==> config.mk <==
export PLATFORM = sky130hd
export DESIGN_NAME = softex_lane_gather
export DESIGN_NICKNAME = d
export VERILOG_FILES = /design/src/rtl/softex_lane_gather.sv
export SDC_FILE = /design/constraint.sdc
export NUM_CORES = 1
export LEC_CHECK = 0
export BUFFER_PORTS_ARGS = -buffer_cell sky130_fd_sc_hd__buf_2
export CORE_UTILIZATION = 45
export DETAILED_ROUTE_END_ITERATION = 8
export PLACE_DENSITY_LB_ADDON = 0.12
export SLEW_MARGIN = 20
export SYNTH_ARGS = -nofsm -noshare
export SYNTH_HDL_FRONTEND = slang
export SYNTH_SLANG_ARGS = --single-unit
export TNS_END_PERCENT = 5
==> constraint.sdc <==
create_clock -name clk_i -period 12.2 [get_ports clk_i]
set_clock_uncertainty 0.15 [all_clocks]
set_input_delay 0 -clock clk_i [delete_from_list [all_inputs] [get_ports clk_i]]
set_output_delay 0 -clock clk_i [all_outputs]
set_load 0.02 [all_outputs]
==> src/rtl/softex_lane_gather.sv <==
// softex_lane_gather: collects the narrow per-lane result streams of the softex
// datapath into one wide stream. This undoes the strided element split made on
// the input side. Each lane has a small elastic FIFO. A wide beat is built only
// when every lane holds a beat, and all lanes pop together.
module softex_lane_gather #(
  parameter int unsigned NUM_LANES  = 4,
  parameter int unsigned LANE_DW    = 64,
  parameter int unsigned EW         = 16,
  parameter int unsigned ES         = 4,
  parameter int unsigned FIFO_DEPTH = 2,
  parameter int unsigned CNT_W      = 16
) (
  input  logic                                  clk_i,
  input  logic                                  rst_ni,
  input  logic                                  clear_i,
  input  logic [NUM_LANES-1:0]                  lane_valid_i,
  input  logic [NUM_LANES-1:0][LANE_DW-1:0]     lane_data_i,
  input  logic [NUM_LANES-1:0][LANE_DW/8-1:0]   lane_strb_i,
  output logic [NUM_LANES-1:0]                  lane_ready_o,
  output logic                                  out_valid_o,
  output logic [NUM_LANES*LANE_DW-1:0]          out_data_o,
  output logic [NUM_LANES*LANE_DW/8-1:0]        out_strb_o,
  input  logic                                  out_ready_i,
  output logic [CNT_W-1:0]                      beat_cnt_o,
  output logic                                  desync_o
);

  localparam int unsigned SW  = LANE_DW / 8;          // strobe bits per lane
  localparam int unsigned GW  = EW * ES;              // bits per group
  localparam int unsigned GB  = GW / 8;               // strobe bits per group
  localparam int unsigned CPL = LANE_DW / GW;         // groups (chunks) per lane
  localparam int unsigned G   = NUM_LANES * CPL;      // groups per wide word
  localparam int unsigned PW  = $clog2(FIFO_DEPTH);
  localparam int unsigned CW  = $clog2(FIFO_DEPTH + 1);

  logic [NUM_LANES-1:0]         full;
  logic [NUM_LANES-1:0]         empty;
  logic [NUM_LANES-1:0]         push;
  logic [LANE_DW-1:0]           head_data [NUM_LANES];
  logic [SW-1:0]                head_strb [NUM_LANES];
  logic [NUM_LANES*LANE_DW-1:0] gather_data;
  logic [NUM_LANES*SW-1:0]      gather_strb;
  logic                         gather;
  logic                         fire;

  // Circular pointer advance; the depth need not be a power of two.
  function automatic logic [PW-1:0] ptr_next(input logic [PW-1:0] p);
    if (p == PW'(FIFO_DEPTH - 1)) begin
      return '0;
    end else begin
      return p + PW'(1);
    end
  endfunction

  // A wide beat forms only when every lane has data and the output slot is free or draining.
  assign gather       = (&(~empty)) & (~out_valid_o | out_ready_i);
  assign fire         = out_valid_o & out_ready_i;
  // Ready depends only on the registered fill level, so it never follows valid or out_ready.
  assign lane_ready_o = ~full;

  for (genvar l = 0; l < NUM_LANES; l++) begin : g_lane
    logic [LANE_DW-1:0] mem_data [FIFO_DEPTH];
    logic [SW-1:0]      mem_strb [FIFO_DEPTH];
    logic [PW-1:0]      wr_ptr;
    logic [PW-1:0]      rd_ptr;
    logic [CW-1:0]      count;

    assign full[l]      = (count == CW'(FIFO_DEPTH));
    assign empty[l]     = (count == '0);
    assign push[l]      = lane_valid_i[l] & ~full[l] & ~clear_i;
    assign head_data[l] = mem_data[rd_ptr];
    assign head_strb[l] = mem_strb[rd_ptr];

    // Lane FIFO storage write; the contents need no reset because count guards them.
    always_ff @(posedge clk_i) begin
      if (push[l]) begin
        mem_data[wr_ptr] <= lane_data_i[l];
        mem_strb[wr_ptr] <= lane_strb_i[l];
      end
    end

    // Lane FIFO pointers and fill level; pops happen only as part of a gather.
    always_ff @(posedge clk_i or negedge rst_ni) begin
      if (!rst_ni) begin
        wr_ptr <= '0;
        rd_ptr <= '0;
        count  <= '0;
      end else if (clear_i) begin
        wr_ptr <= '0;
        rd_ptr <= '0;
        count  <= '0;
      end else begin
        if (push[l]) begin
          wr_ptr <= ptr_next(wr_ptr);
        end
        if (gather) begin
          rd_ptr <= ptr_next(rd_ptr);
        end
        count <= count + CW'(push[l]) - CW'(gather);
      end
    end
  end

  // Group g of the wide word is chunk g/NUM_LANES of lane g%NUM_LANES; this inverts the input stride.
  for (genvar g = 0; g < G; g++) begin : g_map
    assign gather_data[g*GW +: GW] = head_data[g % NUM_LANES][(g / NUM_LANES)*GW +: GW];
    assign gather_strb[g*GB +: GB] = head_strb[g % NUM_LANES][(g / NUM_LANES)*GB +: GB];
  end

  // Output register: load on gather, otherwise hold until the downstream accepts.
  always_ff @(posedge clk_i or negedge rst_ni) begin
    if (!rst_ni) begin
      out_valid_o <= 1'b0;
      out_data_o  <= '0;
      out_strb_o  <= '0;
    end else if (clear_i) begin
      out_valid_o <= 1'b0;
      out_data_o  <= '0;
      out_strb_o  <= '0;
    end else if (gather) begin
      out_valid_o <= 1'b1;
      out_data_o  <= gather_data;
      out_strb_o  <= gather_strb;
    end else if (fire) begin
      out_valid_o <= 1'b0;
    end
  end

  // Count accepted wide beats, wrapping naturally at the counter width.
  always_ff @(posedge clk_i or negedge rst_ni) begin
    if (!rst_ni) begin
      beat_cnt_o <= '0;
    end else if (clear_i) begin
      beat_cnt_o <= '0;
    end else if (fire) begin
      beat_cnt_o <= beat_cnt_o + CNT_W'(1);
    end
  end

  // Sticky skew flag: one lane backed up to full while another has nothing buffered.
  always_ff @(posedge clk_i or negedge rst_ni) begin
    if (!rst_ni) begin
      desync_o <= 1'b0;
    end else if (clear_i) begin
      desync_o <= 1'b0;
    end else if ((|full) & (|empty)) begin
      desync_o <= 1'b1;
    end
  end

endmodule
==> impl_metrics.toml, run 1 <==
[sta]
tns_ns = 0
finalCritPeriodShare_pct = 33.58
hold_violations = 0
max_slew_margin_pct = 14.10
setup_viol = 0
tightest_slew_ns = 1.289
post-route-min-period_ns = 4.097
slew_viol_final = 0
fmax_mhz = 244.1
rsz0062_at_grt = "false"
hold_ws_ns = 0.04046

[global_route]
grt_pass1_vias = 22420
antenna_found_initial = 18
grt_usage_pct = 22.53
grt_max_degree = 252
grt_pass1_wl_mm = 129.2
gr-total-overflow = 0

[synthesis]
syn_avg_cell_area_um2 = 16.17
synth_warnings = 0
syn_nets = 2336
ys_seq_area_share_pct = 77.04
syn_inst = 2035
yosys.cell_types.count = 32
syn_area_um2 = 32910
ys_ff_latch = 898

[final_layout]
multi_input_area_um2 = 7022
fillerInstances = 5410
layout-drive-gt1-share_pct = 24.01
area_delta_synth_final_pct = 39.17
seq_area_um2 = 25370
final_nets = 3508

[cts]
cts_htree_levels = 3
cts_num_sinks = 898
cts-root-buf = "clkbuf_16"
hold_buffers = 584
cts_setup_buffers = 0
cts_resized = 0
clock_latency_ns = 0.64
numCtsBuffers = 93
clk_pin_slew_ns = 0.06
cts_tree = "yes"
cts_buffer_depth = 3

[floorplan]
dieArea_um2 = 74220
die_w_um = 272.4
initial_core_util_pct = 45.72
die_h_um = 272.4
io_pins = 606
rows = 98
core_area_um2 = 71980

[worst_setup_path]
path_max_fanout = 226
critical_path_class = "flop to flop"
cp.arrival_ns = 4.47
r2r_slack_ns = 8.10
r2r-end = "out_data_o[160]"
required_ns = 12.57
path_cells = "nor2b_1 > nor3_4 > buf_12 > buf_4 > nor2_1 > a211oi_1"
setup.worst_path.end_class = "flop"
crit_buf_inv = 2
cp_slowest_cell = "nor3_4"
reg2reg_depth = 6
r2r_start = "out_valid_o"
critPathLaunchType = "flop"
slowest_delay_ns = 0.84
critPathTopFamily = "buffers and inverters"

[pwr]
p_leak_nw = 17.83
peakVddDrop_v = 0.0001092
p_per_area_nw_per_um2 = 143.1

[drt]
wl_per_cell_um = 19.81
drc_errors = 0
drtIter0Drc = 1238
vias = 21480
dr.pass1.iters = 5
routed_wl_mm = 84.21
ant_nets = 0
vias_per_cell = 5.052

[min_path]
hp-class = "primary input to flop"
hp-start = "lane_strb_i[16]"
min_path_cells = 2
whs_endpoint = "g_lane[2].mem_strb[0][0]"

[placed_design]
io_buffers = 605
hpwl_mm = 48.71
place_congestion = 0.7949

[outcome]
outcome = "finished, final reports clean"

[job]
cap_violations = 0
## cells in the mapped netlist
master / instances / share of area [%]
mux2_1: 1 / 0.034
edfxtp_1: 576 / 53
o22ai_1: 2 / 0.038
nor3b_1: 1 / 0.023
and2_1: 4 / 0.076
nor3_4: 1 / 0.049
and3_1: 1 / 0.019
nor4_2: 1 / 0.038
nand2b_1: 4 / 0.076
inv_1: 4 / 0.046
xnor2_1: 14 / 0.37
mux2i_1: 288 / 8.8
or3_1: 1 / 0.019
buf_2: 38 / 0.58
a21oi_1: 3 / 0.046
a211oi_1: 288 / 6.6
nor2b_1: 8 / 0.15
a41o_1: 1 / 0.030
nand2_1: 10 / 0.11
clkbuf_1: 89 / 1.0
xor2_1: 16 / 0.43
ha_1: 5 / 0.19
nor4_1: 7 / 0.13
nor3_1: 7 / 0.11
buf_1: 6 / 0.068
dfrtp_1: 322 / 24
nand3_1: 7 / 0.11
nand4_1: 3 / 0.057
nor2_1: 322 / 3.7
o21ai_0: 1 / 0.015
and4_1: 1 / 0.027
mux2_2: 3 / 0.10
## stage by stage
stage	instances	setup WS [ns]	total power, W	instance area (µm²)	util (%)
after floorplan	2035	5.786	0.003550	32910	-
after global placement	3476	8.515	0.003667	36820	51.16
after detailed placement	3476	8.358	0.003679	36820	51.16
after CTS	4234	8.335	0.006613	45700	63.49
after global routing	4249	7.883	0.006770	45800	63.63
final	4252	8.103	0.006557	45800	63.64
## placed cells by master (no fill, tap or decap), types with 3 or more instances in the layout
cell / instances
mux2_2: 3
a211oi_1: 288
nor3_2: 4
clkbuf_1: 21
clkbuf_8: 9
dfrtp_1: 318
mux2i_1: 288
nand4_1: 3
buf_4: 14
nand2_1: 10
clkinv_2: 29
clkbuf_16: 94
dfrtp_4: 4
ha_1: 5
dlygate4sd3_1: 583
nor2_1: 322
xor2_1: 16
nor2b_1: 8
diode_2: 16
inv_1: 4
nand2b_1: 4
xnor2_1: 14
edfxtp_1: 576
clkinv_1: 8
buf_12: 3
buf_2: 603
buf_16: 3
nor3_1: 3
nand3_1: 7
bufinv_16: 7
a21oi_1: 3
nor4_1: 7
clkinv_8: 3
## final cells by class
cell class,instances,area share (%)
multi-input cells,1000,15.33
inverters,4,0.03278
flip-flops and latches,898,55.39
diodes,16,0.08741
clock inverters,50,1.003
clock buffers,124,5.578
well taps,950,2.595
repair buffers,1210,19.99
## how the worst max path moves through the flow
stage | cells past startpoint | slack [ns] | end | start
2_1_floorplan | 3 | 5.79 | g_lane[2].mem_data[0][0] | g_lane[2].count[0]
4_1_cts | 6 | 8.34 | out_data_o[167] | out_valid_o
3_5_place_dp | 6 | 8.36 | out_data_o[167] | out_valid_o
5_1_grt | 6 | 7.88 | out_data_o[175] | out_valid_o
3_3_place_gp | 6 | 8.51 | out_data_o[185] | out_valid_o
6_report | 6 | 8.10 | out_data_o[160] | out_valid_o
## report_power, final
group	leakage, nW	internal [W]	total (W)	switching [W]
logic	6.56	0.000196	0.000389	0.000192
registers	9.77	0.00336	0.00338	0.0000265
clock network	1.50	0.00162	0.00278	0.00116
total	17.8	0.00518	0.00656	0.00138
## flip-flops by register name, summed over array words and instances (netlist names)
name             flops
g_lane.wr_ptr        4
g_lane.rd_ptr        4
g_lane.mem_strb     64
out_strb_o          32
desync_o             1
g_lane.count         8
out_data_o         256
beat_cnt_o          16
g_lane.mem_data    512
out_valid_o          1
## cell families (layout without fill, tap and decap cells)
family / Yosys count / in the layout / share of synthesized area [%]
adders and majority gates: 5 / 5 / 0.1901
DFF: 898 / 898 / 77.04
buffers and inverters: 137 / 1388 / 1.707
other: 0 / 16 / 0
AOI/OAI and AO/OA: 295 / 295 / 6.699
xor gates and xnor gates: 30 / 30 / 0.7984
muxes: 292 / 292 / 8.896
and+or+nand+nor: 378 / 378 / 4.669
## layer usage
layer | part of all wire, % | global-route usage [%] | up-vias
met1 | 40 | 27.50 | 10700
met4 | 4.2 | 9.491 | 6
met5 | 0.043 | 0 | -
li1 | - | - | 10050
met3 | 6.3 | 5.933 | 179
met2 | 50 | 37.86 | 551
(Power assumes the default switching activity.)
==> run 2: changes to the inputs <==
==> constraint.sdc (replaced) <==
create_clock -name clk_i -period 3.4 [get_ports clk_i]
set_clock_uncertainty 0.15 [all_clocks]
set_input_delay 0 -clock clk_i [delete_from_list [all_inputs] [get_ports clk_i]]
set_output_delay 0 -clock clk_i [all_outputs]
set_load 0.02 [all_outputs]
==> run 2 against run 1 <==
  * Sequential share of layout area is 0.37 points lower
  * Clock-buffer cell count is 12 higher
  * Fmax is 51% higher
  * Combinational power grew to 3.7 times the previous value
  * Worst setup slack worse by 7.4 ns
  * Critical endpoint is now out_data_o[162]
  * Largest cell class unchanged
  * Largest power group unchanged
==> impl_metrics.toml, run 2 (synthesis results as in run 1) <==
[worst_setup_path]
critPathLaunchType = "flop"
path_max_fanout = 201
cp_slowest_cell = "buf_12"
cp.arrival_ns = 3.08
r2r_start = "out_valid_o"
r2r_slack_ns = 0.69
path_cells = "nor2b_1 > nor3_4 > buf_12 > nor2_1 > a211oi_1"
r2r-end = "out_data_o[162]"
setup.worst_path.end_class = "flop"
critical_path_class = "flop to flop"
slowest_delay_ns = 0.52
reg2reg_depth = 5
required_ns = 3.77

[placed_design]
place_inst = 3496
place_area_um2 = 37200
hpwl_mm = 50.69
preCtsSetupSlack_ns = 0.8430
io_buffers = 605
place_congestion = 0.8088

[cts]
numCtsBuffers = 92
cts_num_sinks = 898
cts-root-buf = "clkbuf_16"
cts_buffer_depth = 3
cts_resized = 0
cts_tree = "yes"
cts_htree_levels = 3
clk_pin_slew_ns = 0.06
clock_latency_ns = 0.63

[min_path]
whs_endpoint = "g_lane[0].mem_data[0][11]"
hp-class = "primary input to flop"
min_path_cells = 2
hp-start = "lane_data_i[11]"

[floorplan]
die_h_um = 272.4
dieArea_um2 = 74220
core_area_um2 = 71980
rows = 98
initial_core_util_pct = 45.72
io_pins = 606
die_w_um = 272.4

[sta]
rsz0062_at_grt = "false"
tightest_slew_ns = 1.046
setup_viol = 0
final.setup.worst_slack_ns = 0.6896
hold_violations = 0
post-route-min-period_ns = 2.710
max_slew_margin_pct = 30.23
slew_viol_final = 0
hold_ws_ns = 0.01511
fmax_mhz = 368.9
finalCritPeriodShare_pct = 79.72

[drt]
wl_per_cell_um = 19.72
dr.pass1.iters = 5
drtIter0Drc = 1325
drc_errors = 0
ant_nets = 0
vias_per_cell = 5.072
vias = 21600
routed_wl_mm = 83.98

[final_layout]
layout-drive-gt1-share_pct = 24.23
fillerInstances = 5339
final_cell_count_no_fill = 4258
final_area_um2 = 46110
reg_top3 = "g_lane.mem_data x512, out_data_o x256, g_lane.mem_strb x64"
mostFrequentLayoutCell = "buf_2"
area_delta_synth_final_pct = 40.11
largest_reg_flops = 512
largest-register = "g_lane.mem_data"
final_cell_mix = "603 x buf_2, 579 x dlygate4sd3_1, 576 x edfxtp_1"
final_core_util_pct = 64.06
final_nets = 3521

[job]
cap_violations = 0

[global_route]
antenna_found_initial = 14
grt_pass1_wl_mm = 128.8
gr-total-overflow = 0
grt_usage_pct = 22.43
grt_pass1_vias = 22190
grt_max_degree = 202

[pwr]
peakVddDrop_v = 0.0004520
p_per_area_nw_per_um2 = 513.9
p_leak_nw = 17.95

[outcome]
outcome = "finished, final reports clean"
==> run 2: worst max-delay path, delay by kind of cell (launching register included) <==
family	cells	cell delay [ns]
AO/OA/AOI/OAI	1	0.29
flip-flops	1	0.45
buffers and inverters	1	0.52
AND/OR/NAND/NOR	3	0.85
==> run 2: repair_timing <==
action | 4_1_cts | 5_1_grt
hold buffers | 580 | 0
setup buffers | 0 | 0
hold endpoints to repair | 1162 | 0
==> run 2: worst max-delay path by stage <==
stage / start / endpoint / depth (start not counted)
2_1_floorplan: g_lane[0].count[0] / g_lane[0].mem_data[0][0] / 3
3_3_place_gp: out_valid_o / out_data_o[47] / 6
3_5_place_dp: out_valid_o / out_data_o[132] / 5
4_1_cts: out_valid_o / out_data_o[240] / 6
5_1_grt: out_valid_o / out_data_o[141] / 5
6_report: out_valid_o / out_data_o[162] / 5
==> run 2: area by class of cell <==
type | count | area [µm²] | area share, %
antenna | 11 | 27.53 | 0.05970
clock buffer | 136 | 2638 | 5.720
clock inverter | 35 | 424.2 | 0.9198
inverter | 4 | 15.01 | 0.03256
multi-input combinational | 1000 | 7048 | 15.28
sequential | 898 | 25370 | 55.02
tap | 950 | 1189 | 2.578
timing repair buffer | 1224 | 9402 | 20.39
==> run 2: metal layers <==
metal | vias up | GRT usage (%) | share of wire (%)
li1 | 10090 | - | -
met5 | - | 0 | 0.046
met3 | 161 | 6.206 | 6.7
met4 | 6 | 7.983 | 3.5
met1 | 10750 | 27.97 | 40
met2 | 597 | 37.49 | 50
==> run 2: metrics by stage <==
| stage | setup TNS (ns) | power, W |
|---|---|---|
| 2_1_floorplan | -175.15 | 0.01272 |
| 3_3_place_gp | 0 | 0.01320 |
| 3_5_place_dp | 0 | 0.01324 |
| 4_1_cts | 0 | 0.02391 |
| 5_1_grt | 0 | 0.02447 |
| 6_report | 0 | 0.02370 |
==> run 2: power by group <==
part | total [W] | switching, W | internal (W)
combinational | 0.00144 | 0.000705 | 0.000735
sequential | 0.0121 | 0.0000944 | 0.0120
clock | 0.0101 | 0.00413 | 0.00599
total | 0.0237 | 0.00493 | 0.0188
